--- src/rtl/card_deal_ctrl.sv ---
// Card layout dealer: loads 8 pairs into 16 slots and shuffles them (LFSR-driven Fisher-Yates).
// Latency: start sampled at edge T, done pulses in the cycle after edge T+32 (15 DRAW/SWAP pairs).
// Backpressure: none; start while busy is dropped, and the layout is held until the next start.
// Optional build macro DEAL_FIXED_EN: LFSR reseeded on every start and frozen in IDLE, so every deal is identical.
module card_deal_ctrl #(
  parameter logic [15:0] LFSR_SEED = 16'hACE1,
  parameter logic [63:0] INIT_LOC  = 64'h0011_2233_4455_6677
) (
  input  logic        clk,
  input  logic        rst,
  input  logic        start,
  input  logic [7:0]  ent_in,
  output logic        busy,
  output logic        done,
  output logic        loc_valid,
  output logic [63:0] card_loc
);

  localparam logic [2:0] ST_IDLE = 3'd0;
  localparam logic [2:0] ST_LOAD = 3'd1;
  localparam logic [2:0] ST_DRAW = 3'd2;
  localparam logic [2:0] ST_SWAP = 3'd3;
  localparam logic [2:0] ST_DONE = 3'd4;

  logic [2:0]  state;
  logic [15:0] lfsr;
  logic [3:0]  idx;
  logic [3:0]  j_q;

  logic [15:0] lfsr_adv;
  logic [15:0] lfsr_seeded;
  logic [15:0] lfsr_idle;
  logic [3:0]  draw_mask;
  logic [3:0]  draw_r;
  logic [3:0]  draw_j;
  logic [63:0] card_swapped;

  assign busy = (state != ST_IDLE);

  // Galois step, right shift, taps 0xB400
  assign lfsr_adv = {1'b0, lfsr[15:1]} ^ (lfsr[0] ? 16'hB400 : 16'h0000);

`ifdef DEAL_FIXED_EN
  // Reproducible deals: fixed seed on start, no free-running in IDLE
  assign lfsr_seeded = LFSR_SEED;
  assign lfsr_idle   = lfsr;
`else
  // Entropy fold-in on start; an all-zero result would lock the LFSR, so fall back to the seed
  logic [15:0] lfsr_mixed;
  assign lfsr_mixed  = lfsr ^ {8'h00, ent_in};
  assign lfsr_seeded = (lfsr_mixed == 16'h0000) ? LFSR_SEED : lfsr_mixed;
  assign lfsr_idle   = lfsr_adv;
`endif

  // Single-try draw of j in 0..idx: mask to the next 2^n-1, fold overshoot back into range
  always_comb begin
    draw_mask = 4'hF;
    if (idx < 4'd2)      draw_mask = 4'h1;
    else if (idx < 4'd4) draw_mask = 4'h3;
    else if (idx < 4'd8) draw_mask = 4'h7;
    else                 draw_mask = 4'hF;
    draw_r = lfsr[3:0] & draw_mask;
    draw_j = (draw_r <= idx) ? draw_r : (draw_r - (idx + 4'd1));
  end

  // Exchange nibbles idx and j_q; j_q == idx degenerates to no change
  always_comb begin
    card_swapped = card_loc;
    card_swapped[{idx, 2'b00} +: 4] = card_loc[{j_q, 2'b00} +: 4];
    card_swapped[{j_q, 2'b00} +: 4] = card_loc[{idx, 2'b00} +: 4];
  end

  // Deal sequencer: IDLE -> LOAD -> (DRAW -> SWAP) x15 -> DONE -> IDLE
  always_ff @(posedge clk) begin
    if (rst) begin
      state     <= ST_IDLE;
      lfsr      <= LFSR_SEED;
      idx       <= 4'd15;
      j_q       <= 4'd0;
      card_loc  <= INIT_LOC;
      done      <= 1'b0;
      loc_valid <= 1'b0;
    end else begin
      done <= 1'b0;
      case (state)
        ST_IDLE: begin
          if (start) begin
            state     <= ST_LOAD;
            loc_valid <= 1'b0;
            lfsr      <= lfsr_seeded;
          end else begin
            lfsr <= lfsr_idle;
          end
        end
        ST_LOAD: begin
          card_loc <= INIT_LOC;
          idx      <= 4'd15;
          state    <= ST_DRAW;
        end
        ST_DRAW: begin
          j_q   <= draw_j;
          lfsr  <= lfsr_adv;
          state <= ST_SWAP;
        end
        ST_SWAP: begin
          card_loc <= card_swapped;
          if (idx == 4'd1) begin
            state <= ST_DONE;
          end else begin
            idx   <= idx - 4'd1;
            state <= ST_DRAW;
          end
        end
        ST_DONE: begin
          done      <= 1'b1;
          loc_valid <= 1'b1;
          state     <= ST_IDLE;
        end
        default: state <= ST_IDLE;
      endcase
    end
  end

endmodule

--- config.mk ---
export PLATFORM = sky130hd
export DESIGN_NAME = card_deal_ctrl
export DESIGN_NICKNAME = d
export VERILOG_FILES = /design/src/rtl/card_deal_ctrl.sv
export SDC_FILE = /design/constraint.sdc
export NUM_CORES = 1
export LEC_CHECK = 0
export CORE_MARGIN = 2
export CORE_UTILIZATION = 30
export CTS_BUF_LIST = sky130_fd_sc_hd__clkbuf_4
export CTS_CLUSTER_DIAMETER = 30
export DETAILED_ROUTE_END_ITERATION = 10
export PLACE_DENSITY = 0.56
export RECOVER_POWER = 50
export SETUP_SLACK_MARGIN = 0.15
export SLEW_MARGIN = 10
export SYNTH_ARGS = -nofsm -noshare
export SYNTH_HDL_FRONTEND = slang
export SYNTH_SLANG_ARGS = --single-unit
--- constraint.sdc ---
create_clock -name clk -period 3.15 [get_ports clk]
set_input_delay 0.315 -clock clk [delete_from_list [all_inputs] [get_ports clk]]
set_output_delay 0.315 -clock clk [all_outputs]
set_load 0.01 [all_outputs]
==> flow_summary.ini, run 1 <==
[outcome]
outcome = completed

[critical_path]
crit_buf_inv = 2
start_kind = register
cp_max_fo = 12
cp-end-kind = register
worstPathRequired_ns = 3.54
crit_family = multiplexers
crit_path_cell_trace = buf_4 > mux4_1 > mux4_2 > clkinv_1 > o22ai_1 > a32o_1
ff2ff_path_depth = 6
r2r_slack_ns = 0.35
slowest_stage = mux4_2
reg2reg_from = j_q[0]
r2r-end = card_loc[39]
cp.arrival_ns = 3.19
cpPeakStageDelay_ns = 0.69
crit_type = register to register
worst-path-stages = 6

[global_routing]
gr-total-overflow = 0
antenna_found_initial = 0
grt_start_max_net_pins = 37
track_usage_pct = 21.4
grt_pass1_wl_mm = 36.6
first_global_vias = 6190

[floorplanning]
core_um2 = 21000
rows = 53
die_area_um2 = 22500
start_util_pct = 30.5
die_w_um = 150
io_pins = 78
dieHeight_um = 150

[detailed_routing]
drt_iter0_drc = 599
wirelength_mm = 24.0
first_pass_iters = 7
viasPerCell = 5.98
drc_errors = 0
vias = 6483
post_drt_wl_per_cell_um = 22.2
drtAntennaViolNets = 0

[placed_design]
hpwlAfterDp_mm = 17.7
place_inst = 1068
post-place-ws_ns = 0.438
gp_congestion = 0.969
place_area_um2 = 7430
port_buffers = 77

[logic_synthesis]
seq_area_frac_synth_pct = 29.1
synth_top_area_cell = dfxtp_1
synth_nets = 764
yosys_register_bits = 93
synth_edf_count = 0
synth_top_area_share_pct = 29.1
synth.avg_cell_area_um2 = 8.63
synth.distinct_cells = 73
ys_warn_count = 0
synth_flop_cell = dfxtp_1
synthTopCellsByArea = dfxtp_1 (29%), mux4_2 (8.1%), a22oi_1 (4.2%)
syn_inst = 741
async_reset_ff_share_pct = 0
syn_area_um2 = 6400

[timing]
worst_slew_pin_slew_ns = 1.04
drv_slew = 0
fin_crit_ns = 2.80
fmax_mhz = 357
relSlewSlack_pct = 29.9
hold_violations = 0
setup_viol = 0
fin_crit_sh_pct = 88.9
skew_ns = 0.0284
hold_slack_ns = 0.289
setup_ws_ns = 0.351
fin_setup_tns_ns = 0
rsz0062_at_grt = false

[flow_run]
max_cap_violations = 0

[power_and_ir_drop]
vdd_drop_max_mv = 0.162
p_leak_nw = 2.69
powerDensity_nw_per_um2 = 316

[final_layout]
fillers = 2232
layoutNonFillerInstCount = 1084
drive_gt1_share_pct = 11.9
layout_commonest_cell = dfxtp_1
stdcell_area_um2 = 7550
diodes = 0
nets = 827
area_delta_synth_final_pct = 18.1
layout_common_cells = dfxtp_1 (93), dlygate4sd3_1 (66), nor2_1 (64), nand2_1 (63), a21oi_1 (42)

[clock_network]
ctsResizeCount = 0
cts_tree = built
cts_buffers = 9
hold_buffers = 0
postCtsSetupRepairBufs = 0
clock_latency_ns = 0.51
clk_pin_slew_ns = 0.16
cts_max_path_buffers = 2
htreeDepth = 3
cts_sinks = 93
cts-root-buf = clkbuf_4

[worst_hold_path]
hp-start = rst
hold-path-cell-count = 2
min_to = card_loc[57]
hold_class = primary input to register
==> Yosys cell counts, types with 9 or more instances <==
cell type  number
dfxtp_1        93
nor2_1         64
nand2_1        63
a21oi_1        42
o21ai_0        40
a22oi_1        36
o22ai_1        27
inv_1          26
clkbuf_1       24
mux4_2         23
nand2b_1       17
buf_2          16
nand3_1        14
nor2b_1        14
nor3_1         14
and3_1         12
mux2i_1        12
ha_1           11
or2_2          10
xnor2_1         9
==> cells by family (layout without fill, tap and decap cells) <==
group           after synthesis  after routing  synth area share (%)
compound gates              247            247                  27.3
xor+xnor                     12             12                  1.64
fa+ha+maj                    12             12                  2.46
buf+inv                      82            150                  6.18
flops                        93             93                  29.1
mux                          47             47                  13.9
simple gates                248            248                  19.4
==> sequential cells by signal, summed over array words and instances (netlist names) <==
signal / flops
card_loc: 64
j_q: 4
state: 3
idx: 4
done: 1
lfsr: 16
loc_valid: 1
==> metal layers <==
layer  share of wire, %  track usage (%)  vias up  routed length [um]
met1                 44             28.9     3135               10500
met2                 46             33.6      350               11000
met4                3.0             8.77        0                 718
met5                  0                0        -                   0
li1                   -                -     2950                   -
met3                7.6             3.84       48                1830
==> through the flow <==
step	util (%)	power (mW)
global placement	35.5	1.75
finish	36.1	2.39
CTS	36.1	2.40
global route	36.1	2.50
floorplan	-	1.60
detailed placement	35.5	1.75
==> layout make-up <==
type / instances / area [um2] / share of cell area, %
repair buffers: 106 / 983 / 13.0
clock inverters: 7 / 57.6 / 0.762
inverters: 28 / 105 / 1.39
clock buffers: 9 / 67.6 / 0.894
multi-input cells: 566 / 4140 / 54.7
flip-flops and latches: 93 / 1860 / 24.6
well taps: 275 / 344 / 4.55
==> report_power, final <==
group	switching, mW	total, mW	internal [mW]	leakage [nW]
Clock	0.478	0.652	0.173	0.0665
Sequential	0.0429	1.25	1.21	0.755
Combinational	0.305	0.488	0.182	1.87
Total	0.827	2.39	1.56	2.69
==> worst max path at each step <==
| stage | from | slack (ns) | to |
|---|---|---|---|
| 2_1_floorplan | idx[1] | 0.38 | card_loc[18] |
| 3_3_place_gp | j_q[0] | 0.48 | card_loc[39] |
| 3_5_place_dp | j_q[0] | 0.44 | card_loc[39] |
| 4_1_cts | j_q[0] | 0.44 | card_loc[39] |
| 5_1_grt | j_q[0] | 0.18 | card_loc[38] |
| 6_report | j_q[0] | 0.35 | card_loc[39] |
Note: power is estimated with default switching activity, not from simulation.
==> run 2, diff against run 1 <==
Clock period 3.15 ns to 3.3 ns, I/O delays scaled along.
==> flow_summary.ini, run 2 (synthesis gave the netlist of run 1 again) <==
[outcome]
outcome = completed

[detailed_routing]
drtAntennaViolNets = 0
wirelength_mm = 23.9
drc_errors = 0
vias = 6512
drt_iter0_drc = 605
first_pass_iters = 6
post_drt_wl_per_cell_um = 22.0
viasPerCell = 5.98

[critical_path]
ff2ff_path_depth = 7
r2r_slack_ns = 0.39
worstPathRequired_ns = 3.68
r2r-end = card_loc[52]
cp-end-kind = register
cp_max_fo = 25
cp.arrival_ns = 3.29
crit_type = register to register
start_kind = register
reg2reg_from = j_q[0]

[floorplanning]
die_area_um2 = 22500
start_util_pct = 30.5
rows = 53
core_um2 = 21000
io_pins = 78
die_w_um = 150
dieHeight_um = 150

[power_and_ir_drop]
vdd_drop_max_mv = 0.159
p_leak_nw = 2.72
powerDensity_nw_per_um2 = 306

[timing]
fin_setup_tns_ns = 0
worst_slew_pin_slew_ns = 0.855
relSlewSlack_pct = 43.0
setup_viol = 0
hold_slack_ns = 0.298
drv_slew = 0
fmax_mhz = 344
hold_violations = 0
fin_crit_ns = 2.91
skew_ns = 0.0420
rsz0062_at_grt = false
fin_crit_sh_pct = 88.1

[placed_design]
gp_congestion = 0.992
hpwlAfterDp_mm = 17.7
port_buffers = 77

[clock_network]
cts_max_path_buffers = 2
cts_tree = built
htreeDepth = 3
cts-root-buf = clkbuf_4
clk_pin_slew_ns = 0.16
cts_buffers = 9
clock_latency_ns = 0.54
postCtsSetupRepairBufs = 0
cts_sinks = 93

[flow_run]
max_cap_violations = 0

[worst_hold_path]
min_to = loc_valid
hold_class = primary input to register
hp-start = rst
hold-path-cell-count = 3

[final_layout]
area_delta_synth_final_pct = 18.9
nets = 830
largest_reg_flops = 64
top_regs = card_loc x64, lfsr x16
top_register = card_loc
drive_gt1_share_pct = 12.3
layout_commonest_cell = dfxtp_1
layout_common_cells = dfxtp_1 (92), dlygate4sd3_1 (66), nor2_1 (64), nand2_1 (63), a21oi_1 (42)

[global_routing]
track_usage_pct = 21.4
grt_pass1_wl_mm = 36.5
antenna_found_initial = 1
gr-total-overflow = 0
first_global_vias = 6197
grt_start_max_net_pins = 37
==> run 2: cell types whose count changed in the layout (fill, tap and decap cells not counted), sizes merged <==
cell   previous run  this run
buf              30        33
diode             0         2
==> run 2: timing repair <==
item | 4_1_cts | 5_1_grt
hold buffers | 0 | 0
hold endpoints to repair | 0 | 0
gates resized for setup | 0 | 1
setup endpoints to repair | 0 | 3
==> run 2: cell type report <==
| type | count | area, um2 |
|---|---|---|
| Fill cell | 2251 | 13300 |
| Multi-Input combinational cell | 566 | 4140 |
| Sequential cell | 93 | 1860 |
| Timing Repair Buffer | 109 | 1020 |
| Tap cell | 275 | 344 |
| Inverter | 28 | 105 |
| Clock inverter | 7 | 68.8 |
| Clock buffer | 9 | 67.6 |
| Antenna cell | 2 | 5.00 |
==> run 2: power breakdown <==
part           switching (mW)  total, mW  internal (mW)
clock network           0.485      0.659          0.173
logic                   0.293      0.472          0.179
registers              0.0408       1.19           1.15
==> run 2: per-layer routing <==
| metal | GRT usage (%) | share of wire [%] |
|---|---|---|
| met2 | 35.0 | 46 |
| met3 | 4.82 | 8.6 |
| met4 | 6.75 | 2.7 |
| met5 | 0 | 0 |
| met1 | 27.9 | 42 |
==> run 2: worst max-delay path, stage by stage, from the launching register on <==
cell,delay [ns]
dfxtp_1,0.58
buf_12,0.26
mux4_1,0.64
mux4_2,0.69
inv_1,0.23
a21o_1,0.16
nand2b_1,0.12
a32oi_1,0.10
==> run 2: worst max path at each step <==
stage,from,endpoint,slack [ns],cells after the start
floorplan,idx[1],card_loc[18],0.53,11
global placement,j_q[0],card_loc[20],0.40,7
detailed placement,idx[2],j_q[1],0.31,7
CTS,idx[2],j_q[1],0.27,7
global route,j_q[0],card_loc[52],0.30,7
finish,j_q[0],card_loc[52],0.39,7
==> run 2: stage by stage <==
step                      total power, mW  instance area [um2]  std cells  worst slack [ns]  utilization (%)
after floorplan                      1.53                 6400        741             0.525                -
after global placement               1.68                 7470       1071             0.405             35.6
after detailed placement             1.68                 7470       1071             0.306             35.6
after CTS                            2.33                 7610       1087             0.266             36.3
after global routing                 2.42                 7600       1088             0.297             36.3
final                                2.33                 7610       1089             0.392             36.3
